==> src/rtl/mdu_pkg.sv <==
// ============================================================================
// mdu_pkg : ALU control codes and FSM state encoding shared by the MDU
//           and the ALU decoder.
// Revision: 1.0
// ============================================================================
`default_nettype none

package mdu_pkg;

   localparam logic [3:0] ALU_MUL  = 4'b1000;
   localparam logic [3:0] ALU_MULU = 4'b1001;
   localparam logic [3:0] ALU_DIV  = 4'b1010;
   localparam logic [3:0] ALU_DIVU = 4'b1011;

   typedef enum logic [1:0] {
      ST_IDLE = 2'd0,
      ST_RUN  = 2'd1,
      ST_FIN  = 2'd2
   } mdu_state_t;

endpackage

`default_nettype wire

==> src/rtl/mdu_step.sv <==
// ============================================================================
// mdu_step : one combinational iteration, either a shift-add multiply step
//            or a restoring-divide step, over an {acc_hi, acc_lo} pair.
// Revision: 1.0
// ============================================================================
`default_nettype none

module mdu_step #(
   parameter int WIDTH = 32
) (
   input  logic             is_div,
   input  logic [WIDTH-1:0] acc_hi,
   input  logic [WIDTH-1:0] acc_lo,
   input  logic [WIDTH-1:0] opnd,
   output logic [WIDTH-1:0] nxt_hi,
   output logic [WIDTH-1:0] nxt_lo
);

   logic [WIDTH:0]   sum;
   logic [WIDTH:0]   rem_sh;
   logic [WIDTH-1:0] diff;
   logic             ge;

   always_comb begin
      sum    = {1'b0, acc_hi} + (acc_lo[0] ? {1'b0, opnd} : {(WIDTH+1){1'b0}});
      rem_sh = {acc_hi, acc_lo[WIDTH-1]};
      ge     = (rem_sh >= {1'b0, opnd});
      // The remainder is always below the divisor, so the difference fits WIDTH bits.
      diff   = rem_sh[WIDTH-1:0] - opnd;
      if (is_div) begin
         nxt_hi = ge ? diff : rem_sh[WIDTH-1:0];
         nxt_lo = {acc_lo[WIDTH-2:0], ge};
      end else begin
         nxt_hi = sum[WIDTH:1];
         nxt_lo = {sum[0], acc_lo[WIDTH-1:1]};
      end
   end

endmodule

`default_nettype wire

==> src/rtl/mdu_iter.sv <==
// ============================================================================
// mdu_iter : iterative MUL/MULU/DIV/DIVU unit owning HI/LO, with MTHI/MTLO.
//            Optional macro MDU_FAST_MUL_EN gives single-cycle multiplies.
// Revision: 1.0
// ============================================================================
`default_nettype none

module mdu_iter
   import mdu_pkg::*;
#(
   parameter int WIDTH = 32,
   parameter int CNT_W = $clog2(WIDTH+1)
) (
   input  logic             clk,
   input  logic             reset,
   input  logic             start,
   input  logic [3:0]       op,
   input  logic [WIDTH-1:0] a,
   input  logic [WIDTH-1:0] b,
   input  logic             flush,
   input  logic             hi_we,
   input  logic             lo_we,
   input  logic [WIDTH-1:0] wdata,
   output logic             busy,
   output logic             done,
   output logic [WIDTH-1:0] hi,
   output logic [WIDTH-1:0] lo
);

   mdu_state_t       state;
   logic [CNT_W-1:0] cnt;
   logic [WIDTH-1:0] acc_hi;
   logic [WIDTH-1:0] acc_lo;
   logic [WIDTH-1:0] opnd;
   logic             is_div;
   logic             neg_res;
   logic             neg_rem;
   logic             div0;
`ifdef MDU_FAST_MUL_EN
   logic             fast;
`endif

   logic             op_div;
   logic             op_valid;
   logic             op_signed;
   logic             a_neg;
   logic             b_neg;
   logic [WIDTH-1:0] a_mag;
   logic [WIDTH-1:0] b_mag;

   logic [WIDTH-1:0]   step_hi;
   logic [WIDTH-1:0]   step_lo;
   logic [2*WIDTH-1:0] prod_mag;
   logic [2*WIDTH-1:0] prod_fix;
   logic [WIDTH-1:0]   quo_fix;
   logic [WIDTH-1:0]   rem_fix;
   logic [WIDTH-1:0]   res_hi;
   logic [WIDTH-1:0]   res_lo;

   always_comb begin
      op_div    = (op == ALU_DIV) || (op == ALU_DIVU);
      op_valid  = op_div || (op == ALU_MUL) || (op == ALU_MULU);
      op_signed = (op == ALU_MUL) || (op == ALU_DIV);
      a_neg     = op_signed & a[WIDTH-1];
      b_neg     = op_signed & b[WIDTH-1];
      a_mag     = a_neg ? -a : a;
      b_mag     = b_neg ? -b : b;
   end

   mdu_step #(
      .WIDTH (WIDTH)
   ) u_step (
      .is_div (is_div),
      .acc_hi (acc_hi),
      .acc_lo (acc_lo),
      .opnd   (opnd),
      .nxt_hi (step_hi),
      .nxt_lo (step_lo)
   );

   // Sign fix-up of the unsigned magnitudes left in the accumulator.
   // A zero divisor keeps the all-ones quotient and lets the remainder
   // fix-up reproduce the raw dividend.
   always_comb begin
      prod_mag = {acc_hi, acc_lo};
`ifdef MDU_FAST_MUL_EN
      if (fast) begin
         prod_mag = {{WIDTH{1'b0}}, opnd} * {{WIDTH{1'b0}}, acc_lo};
      end
`endif
      prod_fix = neg_res ? -prod_mag : prod_mag;
      quo_fix  = (neg_res && !div0) ? -acc_lo : acc_lo;
      rem_fix  = neg_rem ? -acc_hi : acc_hi;
      if (is_div) begin
         res_hi = rem_fix;
         res_lo = quo_fix;
      end else begin
         res_hi = prod_fix[2*WIDTH-1:WIDTH];
         res_lo = prod_fix[WIDTH-1:0];
      end
   end

   always_ff @(posedge clk) begin
      if (reset) begin
         state   <= ST_IDLE;
         cnt     <= '0;
         acc_hi  <= '0;
         acc_lo  <= '0;
         opnd    <= '0;
         is_div  <= 1'b0;
         neg_res <= 1'b0;
         neg_rem <= 1'b0;
         div0    <= 1'b0;
         busy    <= 1'b0;
         done    <= 1'b0;
         hi      <= '0;
         lo      <= '0;
`ifdef MDU_FAST_MUL_EN
         fast    <= 1'b0;
`endif
      end else begin
         done <= 1'b0;
         case (state)
            ST_IDLE: begin
               if (hi_we) hi <= wdata;
               if (lo_we) lo <= wdata;
               if (start && !flush && op_valid) begin
                  acc_hi  <= '0;
                  acc_lo  <= op_div ? a_mag : b_mag;
                  opnd    <= op_div ? b_mag : a_mag;
                  is_div  <= op_div;
                  neg_res <= a_neg ^ b_neg;
                  neg_rem <= op_div & a_neg;
                  div0    <= op_div && (b == '0);
                  cnt     <= CNT_W'(WIDTH);
                  busy    <= 1'b1;
                  state   <= ST_RUN;
`ifdef MDU_FAST_MUL_EN
                  fast    <= !op_div;
                  if (!op_div) state <= ST_FIN;
`endif
               end
            end
            ST_RUN: begin
               if (flush) begin
                  cnt   <= '0;
                  busy  <= 1'b0;
                  state <= ST_IDLE;
               end else begin
                  acc_hi <= step_hi;
                  acc_lo <= step_lo;
                  cnt    <= cnt - CNT_W'(1);
                  if (cnt == CNT_W'(1)) state <= ST_FIN;
               end
            end
            ST_FIN: begin
               if (!flush) begin
                  hi   <= res_hi;
                  lo   <= res_lo;
                  done <= 1'b1;
               end
               cnt   <= '0;
               busy  <= 1'b0;
               state <= ST_IDLE;
            end
            default: begin
               busy  <= 1'b0;
               state <= ST_IDLE;
            end
         endcase
      end
   end

endmodule

`default_nettype wire

==> config.mk <==
export PLATFORM = sky130hd
export DESIGN_NAME = mdu_iter
export DESIGN_NICKNAME = d
export VERILOG_FILES = /design/src/rtl/mdu_pkg.sv /design/src/rtl/mdu_step.sv /design/src/rtl/mdu_iter.sv
export SDC_FILE = /design/constraint.sdc
export NUM_CORES = 1
export LEC_CHECK = 0
export ABC_AREA = 1
export BUFFER_PORTS_ARGS = -buffer_cell sky130_fd_sc_hd__buf_2
export CORE_MARGIN = 8
export CORE_UTILIZATION = 44
export DETAILED_ROUTE_END_ITERATION = 6
export GPL_TIMING_DRIVEN = 0
export PLACE_DENSITY_LB_ADDON = 0.15
export SLEW_MARGIN = 20
export SYNTH_ARGS = -nofsm -noshare
export SYNTH_HDL_FRONTEND = slang
export SYNTH_HIERARCHICAL = 1
export SYNTH_SLANG_ARGS = --single-unit
==> constraint.sdc <==
create_clock -name clk -period 2.7 [get_ports clk]
set_input_delay 0.675 -clock clk [delete_from_list [all_inputs] [get_ports clk]]
set_output_delay 0.675 -clock clk [all_outputs]
set_load 0.03 [all_outputs]
==> key figures, run 1 <==
GRT
  • Global-route wire length before repair: 126000 um
  • Total Routing Usage GR: 34.5%
  • GR Overflow Total: 0
  • Initial antenna violation count: 1
  • Largest net degree at the start of global routing: 17
  • Vias in the first global route: 21000

Die
  • Io pins: 172
  • Starting Density: 44.2%
  • Core Area: 41700 um^2
  • DIE AREA: 48700 um^2
  • Die H: 221 um
  • Chip width: 221 um
  • FP Rows: 75

Synthesis
  • Top cells by count, synth: nand2_1 (951), inv_1 (396), nand3_1 (327)
  • Syn_nets: 3461
  • Synth area leaders: nand2_1 (19%), dfxtp_1 (19%), nand3_1 (8.9%)
  • Most used DFF post-synth: dfxtp_1
  • Cell count after synthesis: 3280
  • Sequential fraction of the synthesis area: 18.9%
  • YS warnings: 6
  • Number of synthesized register bits: 174
  • Synthesized area per cell: 5.61 um^2
  • Mapped Area: 18400 um^2
  • Yosys cell types: 53
  • Yosys top cell area share: 19.4%
  • Post-synth top area cell: nand2_1
  • Cell with the most instances after synthesis: nand2_1
  • Number of synthesized flops with an enable pin: 0
  • Asr flop ratio synth: 0%

Clock tree
  • Total CTS buffers: 17
  • Clock Path Buffers: 2
  • Hold_buf cts: 0
  • Clk sinks: 174
  • Clock slew at reported path FFs: 0.07 ns
  • Root Buffer: clkbuf_16
  • Skew-Pair Late Insertion Delay: 0.48 ns
  • CTS tree: done
  • H-tree depth: 4

Worst setup path
  • Worst setup path class: reg -> reg
  • CP required: 3.09 ns
  • Critical path arrival: 3.12 ns
  • Reg-to-reg critical path startpoint: is_div
  • Setup slack, reg-to-reg: -0.03 ns
  • Path depth of the worst reg2reg path: 8
  • Worst r2r dst: acc_hi[26]
  • Crit path max fanout: 10
  • Startpoint Class: register
  • Worst setup EP type: register

Run status
  • Failing checks: negative setup slack
  • Status: finished with violations

Power
  • P per Cell Area: 664 nW/um^2
  • Maximum vdd drop: 0.463 mV
  • Total power: 0.0145 W
  • Leak: 10.6 nW

STA
  • Count of final setup violators: 3
  • Final period utilization: 101%
  • Max-slew headroom: 37.9%
  • Final Max Tran Viols: 0
  • Final hold vios: 0
  • Fmax: 366 MHz
  • Tmin final: 2.73 ns
  • Layout Skew: 0.0149 ns
  • Setup ws final: -0.0334 ns
  • Slew at the pin with the worst max-slew slack: 0.932 ns
  • Unrepaired setup endpoints after global routing: true

Finish
  • Sequential Area: 3570 um^2
  • Multi-input logic area: 13800 um^2
  • Share of cells above drive strength 1: 18.0%
  • Fin area: 21900 um^2
  • Util after Layout: 52.6%
  • Finished Layout Cells: 4037
  • Final-stage net count: 3665
  • # fillers: 4501
  • Area Growth Syn to Fin: 19.0%

Min path
  • Hold endpoint: busy
  • WHS Path Cells: 2
  • Hold path startpoint: busy
  • Worst Hold Class: reg -> reg

Route
  • DRC: 0
  • Pre-Repair DR Iteration Count: 7
  • WL/cell: 21.5 um
  • Final wirelength: 86800 um
  • DR vias: 23600
  • Initial DRC Count: 2880
  • Vias/cell: 5.84
  • Routed Antenna Nets: 0

Placement
  • Dpl ws: -1.02 ns
  • Cells after DPL: 3990
  • IO Port Bufs: 171
  • DP HPWL: 72000 um
  • GPL Wtd Cong: 1.08
  • Total placed instance area: 19900 um^2

Job
  • Number of max-cap violations: 0
[cells by family after synthesis]
group / count (synthesis) / synth area share, %
AND/OR/NAND/NOR: 1795 / 42.8
XOR/XNOR: 45 / 2.14
AO/OA/AOI/OAI: 643 / 19.0
buffers and inverters: 548 / 11.9
flip-flops: 174 / 18.9
adder cells (fa/ha/maj): 75 / 5.18
[layer usage]
metal / vias to the layer above / track usage (%) / wire length, um
met5: - / 0 / 0
met4: 0 / 14.1 / 3850
met3: 191 / 6.23 / 8800
met2: 1353 / 52.8 / 37300
met1: 10900 / 47.3 / 36900
li1: 11100 / - / -
[layout by cell type, fill, tap and decap left out, drive strengths merged, types with 26 or more instances in the layout]
cell    synthesis  layout
nand2         980     980
clkbuf         76      97
a21oi         322     322
nand3b         50      50
dfxtp         174     174
o21ai         224     224
ha             73      73
nor3           26      26
inv           414     420
a211oi         30      30
buf            49     233
nand3         345     345
nor2          328     328
nand4          38      38
[registers in the layout, indices dropped and copies added, names as in the netlist]
name / count
acc_hi: 32
acc_lo: 32
busy: 1
cnt: 6
div0: 1
done: 1
hi: 32
is_div: 1
lo: 32
neg_rem: 1
neg_res: 1
opnd: 32
state: 2
[layout make-up]
cell class	instances	share of cell area (%)
multi-input combinational	2558	63.1
sequential	174	16.3
inverter	423	7.26
timing repair buffer	185	4.40
tap	539	3.08
buffer	125	3.07
clock buffer	20	2.08
clock inverter	12	0.674
antenna	1	0.0114
[worst max-delay path, cell delays in order (launching register included)]
cell and delay, ns:
dfxtp_1 0.38, clkbuf_1 0.26, inv_1 0.15, clkbuf_1 0.40, clkbuf_1 0.75, nand3_1 0.26, nand2_2 0.19, a21oi_1 0.08
a211oi_1 0.17
[report_power, final]
group          internal (W)  switching [W]  leakage [nW]
Sequential          0.00286       0.000529          1.46
Combinational       0.00273        0.00579          8.87
Clock               0.00144        0.00119         0.301
[worst max path at each step]
stage | slack, ns | start | cells after the start | end
after floorplan | 0.17 | acc_lo[0] | 16 | acc_hi[7]
after global placement | -0.99 | acc_lo[0] | 18 | acc_hi[21]
final | -0.03 | is_div | 8 | acc_hi[26]
after CTS | -0.02 | opnd[19] | 16 | acc_hi[21]
after detailed placement | -1.02 | acc_lo[0] | 18 | acc_hi[21]
after global routing | -0.13 | acc_lo[0] | 18 | acc_hi[20]
[repair_timing]
| action | in CTS | in global routing |
|---|---|---|
| pin swaps | 16 | 29 |
| endpoints found under the setup margin | 32 | 60 |
| hold endpoints to repair | 0 | 0 |
| buffers inserted | 9 | 5 |
| resized for setup | 121 | 233 |
[stage by stage]
step | setup TNS [ns] | hold slack, ns
detailed placement | -22.39 | 0.457
finish | -0.0474 | 0.463
global route | -1.01 | 0.471
global placement | -21.47 | 0.451
CTS | -0.0193 | 0.464
floorplan | 0 | 0.446
(Power assumes the default switching activity.)
==> inputs of run 2 (changes only) <==
--- a/config.mk
+++ b/config.mk
@@ -7,8 +7,8 @@
 export LEC_CHECK = 0
 export ABC_AREA = 1
 export BUFFER_PORTS_ARGS = -buffer_cell sky130_fd_sc_hd__buf_2
-export CORE_MARGIN = 8
 export CORE_UTILIZATION = 44
+export CTS_CLUSTER_DIAMETER = 100
 export DETAILED_ROUTE_END_ITERATION = 6
 export GPL_TIMING_DRIVEN = 0
 export PLACE_DENSITY_LB_ADDON = 0.15
==> run 2 against run 1 <==
  * The flow still finishes with violations (negative setup slack)
  * Critical endpoint unchanged
  * Combinational power up 2%
  * Highest routed layer unchanged
  * Core utilization is 0.98 points higher
  * Via count fell by 0.41%
  * Total power rose by 0.83%
  * Hold slack better by 0.0072 ns
  * Sequential power about the same
  * Flip-flop and latch count unchanged
  * Critical path depth up 5
  * Clock skew increased by 0.0042 ns
==> key figures, run 2 (synthesized netlist as in run 1, its figures left out) <==
Run status
  • Status: finished with violations
  • Failing checks: negative setup slack

GRT
  • Total Routing Usage GR: 39.8% (+5.3 points)
  • Largest net degree at the start of global routing: 19 (+2)
  • Vias in the first global route: 21000 (+0.25%)
  • Initial antenna violation count: 0 (-1)
  • GR Overflow Total: 0 (unchanged)
  • Global-route wire length before repair: 127000 um (+0.12%)

Finish
  • Most common cell after layout, fill and taps aside: nand2_1
  • Commonest cells after routing, fill and taps aside: nand2_1 (894), inv_1 (392), nand3_1 (312)
  • Share of cells above drive strength 1: 18.6% (+0.60 points)
  • Final-stage net count: 3671 (+0.16%)
  • Area Growth Syn to Fin: 19.3%
  • Inserted Diodes: 0 (-1)
  • Fin area: 22000 um^2 (+0.27%)
  • # fillers: 4432 (-1.5%)

Min path
  • Hold path startpoint: busy
  • Worst Hold Class: reg -> reg
  • Hold endpoint: busy
  • WHS Path Cells: 2 (unchanged)

Clock tree
  • Root Buffer: clkbuf_16
  • Clk sinks: 174 (unchanged)
  • Clock slew at reported path FFs: 0.09 ns (+0.02 ns)
  • Hold_buf cts: 0 (unchanged)
  • Total CTS buffers: 17 (unchanged)
  • Skew-Pair Late Insertion Delay: 0.48 ns (about the same)
  • CTS tree: done
  • H-tree depth: 4 (unchanged)
  • Clock Path Buffers: 2 (unchanged)

Route
  • WL/cell: 21.6 um (+0.33%)
  • Wire length on met3: 9370 um (+6.4%)
  • DR vias: 23500 (-0.41%)
  • Uppermost layer routed: met4
  • Pre-Repair DR Iteration Count: 6 (-1)
  • Routed Antenna Nets: 0 (unchanged)
  • DRC: 0 (unchanged)
  • Vias/cell: 5.82 (-0.36%)
  • Initial DRC Count: 2856 (-0.83%)
  • Metal-1 WL: 37200 um (+0.84%)
  • Met2 wire len: 36700 um (-1.6%)
  • Final wirelength: 87100 um (+0.28%)

Worst setup path
  • Worst setup EP type: register
  • Critical path arrival: 3.05 ns (-0.07 ns)
  • Worst r2r dst: acc_hi[26]
  • CP required: 3.02 ns (-0.07 ns)
  • Critical Path Slowest Stage Cell: ha_1
  • CP bufs+invs: 1 (-3)
  • Slowest stage delay, CP: 0.48 ns (-0.27 ns)
  • Path depth of the worst reg2reg path: 13 (+5)
  • Reg-to-reg critical path startpoint: acc_hi[28]
  • Worst setup path class: reg -> reg
  • Setup slack, reg-to-reg: -0.03 ns (about the same)
  • CP most frequent cell: nand2_1
  • Crit path cell chain: ha_1 > nand2_2 > nor2_4 > nand2_1 > nor2_2 > nand2_4 > nand2_8 > buf_12 > nand3_2 > nand2_1 > nand2_1 > a21oi_1 > a211oi_1
  • Crit path max fanout: 10 (unchanged)
  • CP top delay family: simple AND/OR/NAND/NOR gates
  • Startpoint Class: register

Die
  • FP Rows: 74 (-1.3%)
  • Core Area: 41000 um^2 (-1.6%)
  • Die H: 207 um (-6.3%)
  • DIE AREA: 42700 um^2 (-12%)
  • Io pins: 172 (unchanged)
  • Starting Density: 44.9% (+0.70 points)
  • Chip width: 207 um (-6.3%)

STA
  • Final hold vios: 0 (unchanged)
  • Tmin final: 2.73 ns (-0.00615 ns)
  • Final period utilization: 101% (-0.23 points)
  • Fmax: 367 MHz (+0.23%)
  • Slew at the pin with the worst max-slew slack: 0.877 ns (-0.0544 ns)
  • Count of final setup violators: 1 (-2)
  • Layout Skew: 0.0191 ns (+0.00422 ns)
  • Max-slew headroom: 41.5% (+3.6 points)
  • Final Max Tran Viols: 0 (unchanged)
  • Setup ws final: -0.0273 ns (+0.00615 ns)
  • Unrepaired setup endpoints after global routing: true

Placement
  • GPL Wtd Cong: 1.07 (-0.62%)
  • Total placed instance area: 19900 um^2 (about the same)
  • IO Port Bufs: 171 (unchanged)
  • DP HPWL: 71600 um (-0.53%)

Power
  • Internal power: 0.00698 W (-0.73%)
  • Clock power frac: 17.8% (-0.2 points)
  • Total power: 0.0147 W (+0.83%)
  • Leak: 10.6 nW (-0.58%)
  • Part of the power in registers: 23.1% (-0.2 points)
  • P per Cell Area: 667 nW/um^2 (+0.55%)
  • Sw Ratio: 52.4% (+0.75 points)
  • Net Sw Power: 0.00768 W (+2.3%)
  • Maximum vdd drop: 0.423 mV (-8.8%)
  • Logic pwr share: 59.1% (+0.5 points)

Job
  • Number of max-cap violations: 0 (unchanged)
==> run 2: changes by cell type in the layout (fill, tap and decap cells not counted), moves of 8 or more <==
cell / delta
nor2_1: -8
buf_4: +8
dfxtp_2: -15
ha_1: -12
nand2_1: -12
nand2_2: +15
nand3_1: +8
dfxtp_4: +15
==> run 2: layer usage <==
metal	vias up	GRT usage, %
met5	-	0
met4	0	17.9
met3	179	8.79
met2	1297	59.1
met1	10900	54.8
li1	11100	-
==> run 2: area by class of cell <==
class / count / area (um^2) / share of cell area [%]
multi-input combinational: 2558 / 13800 / 62.9
sequential: 174 / 3610 / 16.4
inverter: 423 / 1600 / 7.27
timing repair buffer: 191 / 1010 / 4.58
buffer: 125 / 672 / 3.06
tap: 532 / 666 / 3.03
clock buffer: 18 / 429 / 1.95
clock inverter: 14 / 170 / 0.775
==> run 2: what timing repair did <==
action,4_1_cts,5_1_grt
pin swaps,16,40
hold endpoints to repair,0,0
setup endpoints to repair,33,46
gates resized for setup,122,249
setup buffers,8,12
==> run 2: power groups by stage <==
| stage | combinational, W | sequential [W] | clock [W] |
|---|---|---|---|
| 6_report | 0.00867 | 0.00339 | 0.00261 |
| 5_1_grt | 0.00940 | 0.00340 | 0.00269 |
| 4_1_cts | 0.00810 | 0.00334 | 0.00259 |
| 3_5_place_dp | 0.00795 | 0.00338 | 0 |
| 3_3_place_gp | 0.00787 | 0.00338 | 0 |
| 2_1_floorplan | 0.00550 | 0.00335 | 0 |
==> run 2: tightest hold or removal path, delay by kind of cell (launching register included) <==
| family | cells | cell delay, ns |
|---|---|---|
| AO/OA/AOI/OAI | 1 | 0.05 |
| flip-flops | 1 | 0.32 |
| AND/OR/NAND/NOR | 1 | 0.06 |
==> run 2: how the worst max path moves through the flow <==
stage | start | endpoint | slack [ns] | cells past startpoint
CTS | acc_lo[0] | acc_hi[31] | -0.007 | 19
detailed placement | acc_lo[0] | acc_hi[27] | -0.79 | 18
global route | acc_lo[0] | acc_hi[26] | -0.12 | 16
finish | acc_hi[28] | acc_hi[26] | -0.03 | 13
floorplan | acc_lo[0] | acc_hi[7] | 0.17 | 16
global placement | acc_lo[0] | acc_hi[27] | -0.77 | 18
==> run 2: stage by stage <==
step / TNS (ns) / instances / hold slack, ns / setup WS (ns) / utilization (%)
5_1_grt: -0.564 / 4035 / 0.486 / -0.119 / 53.6
4_1_cts: -0.00906 / 4023 / 0.469 / -0.00678 / 51.0
3_3_place_gp: -16.82 / 3983 / 0.453 / -0.766 / 48.6
2_1_floorplan: 0 / 3280 / 0.446 / 0.166 / -
6_report: -0.0273 / 4035 / 0.470 / -0.0273 / 53.6
3_5_place_dp: -17.80 / 3983 / 0.459 / -0.793 / 48.6
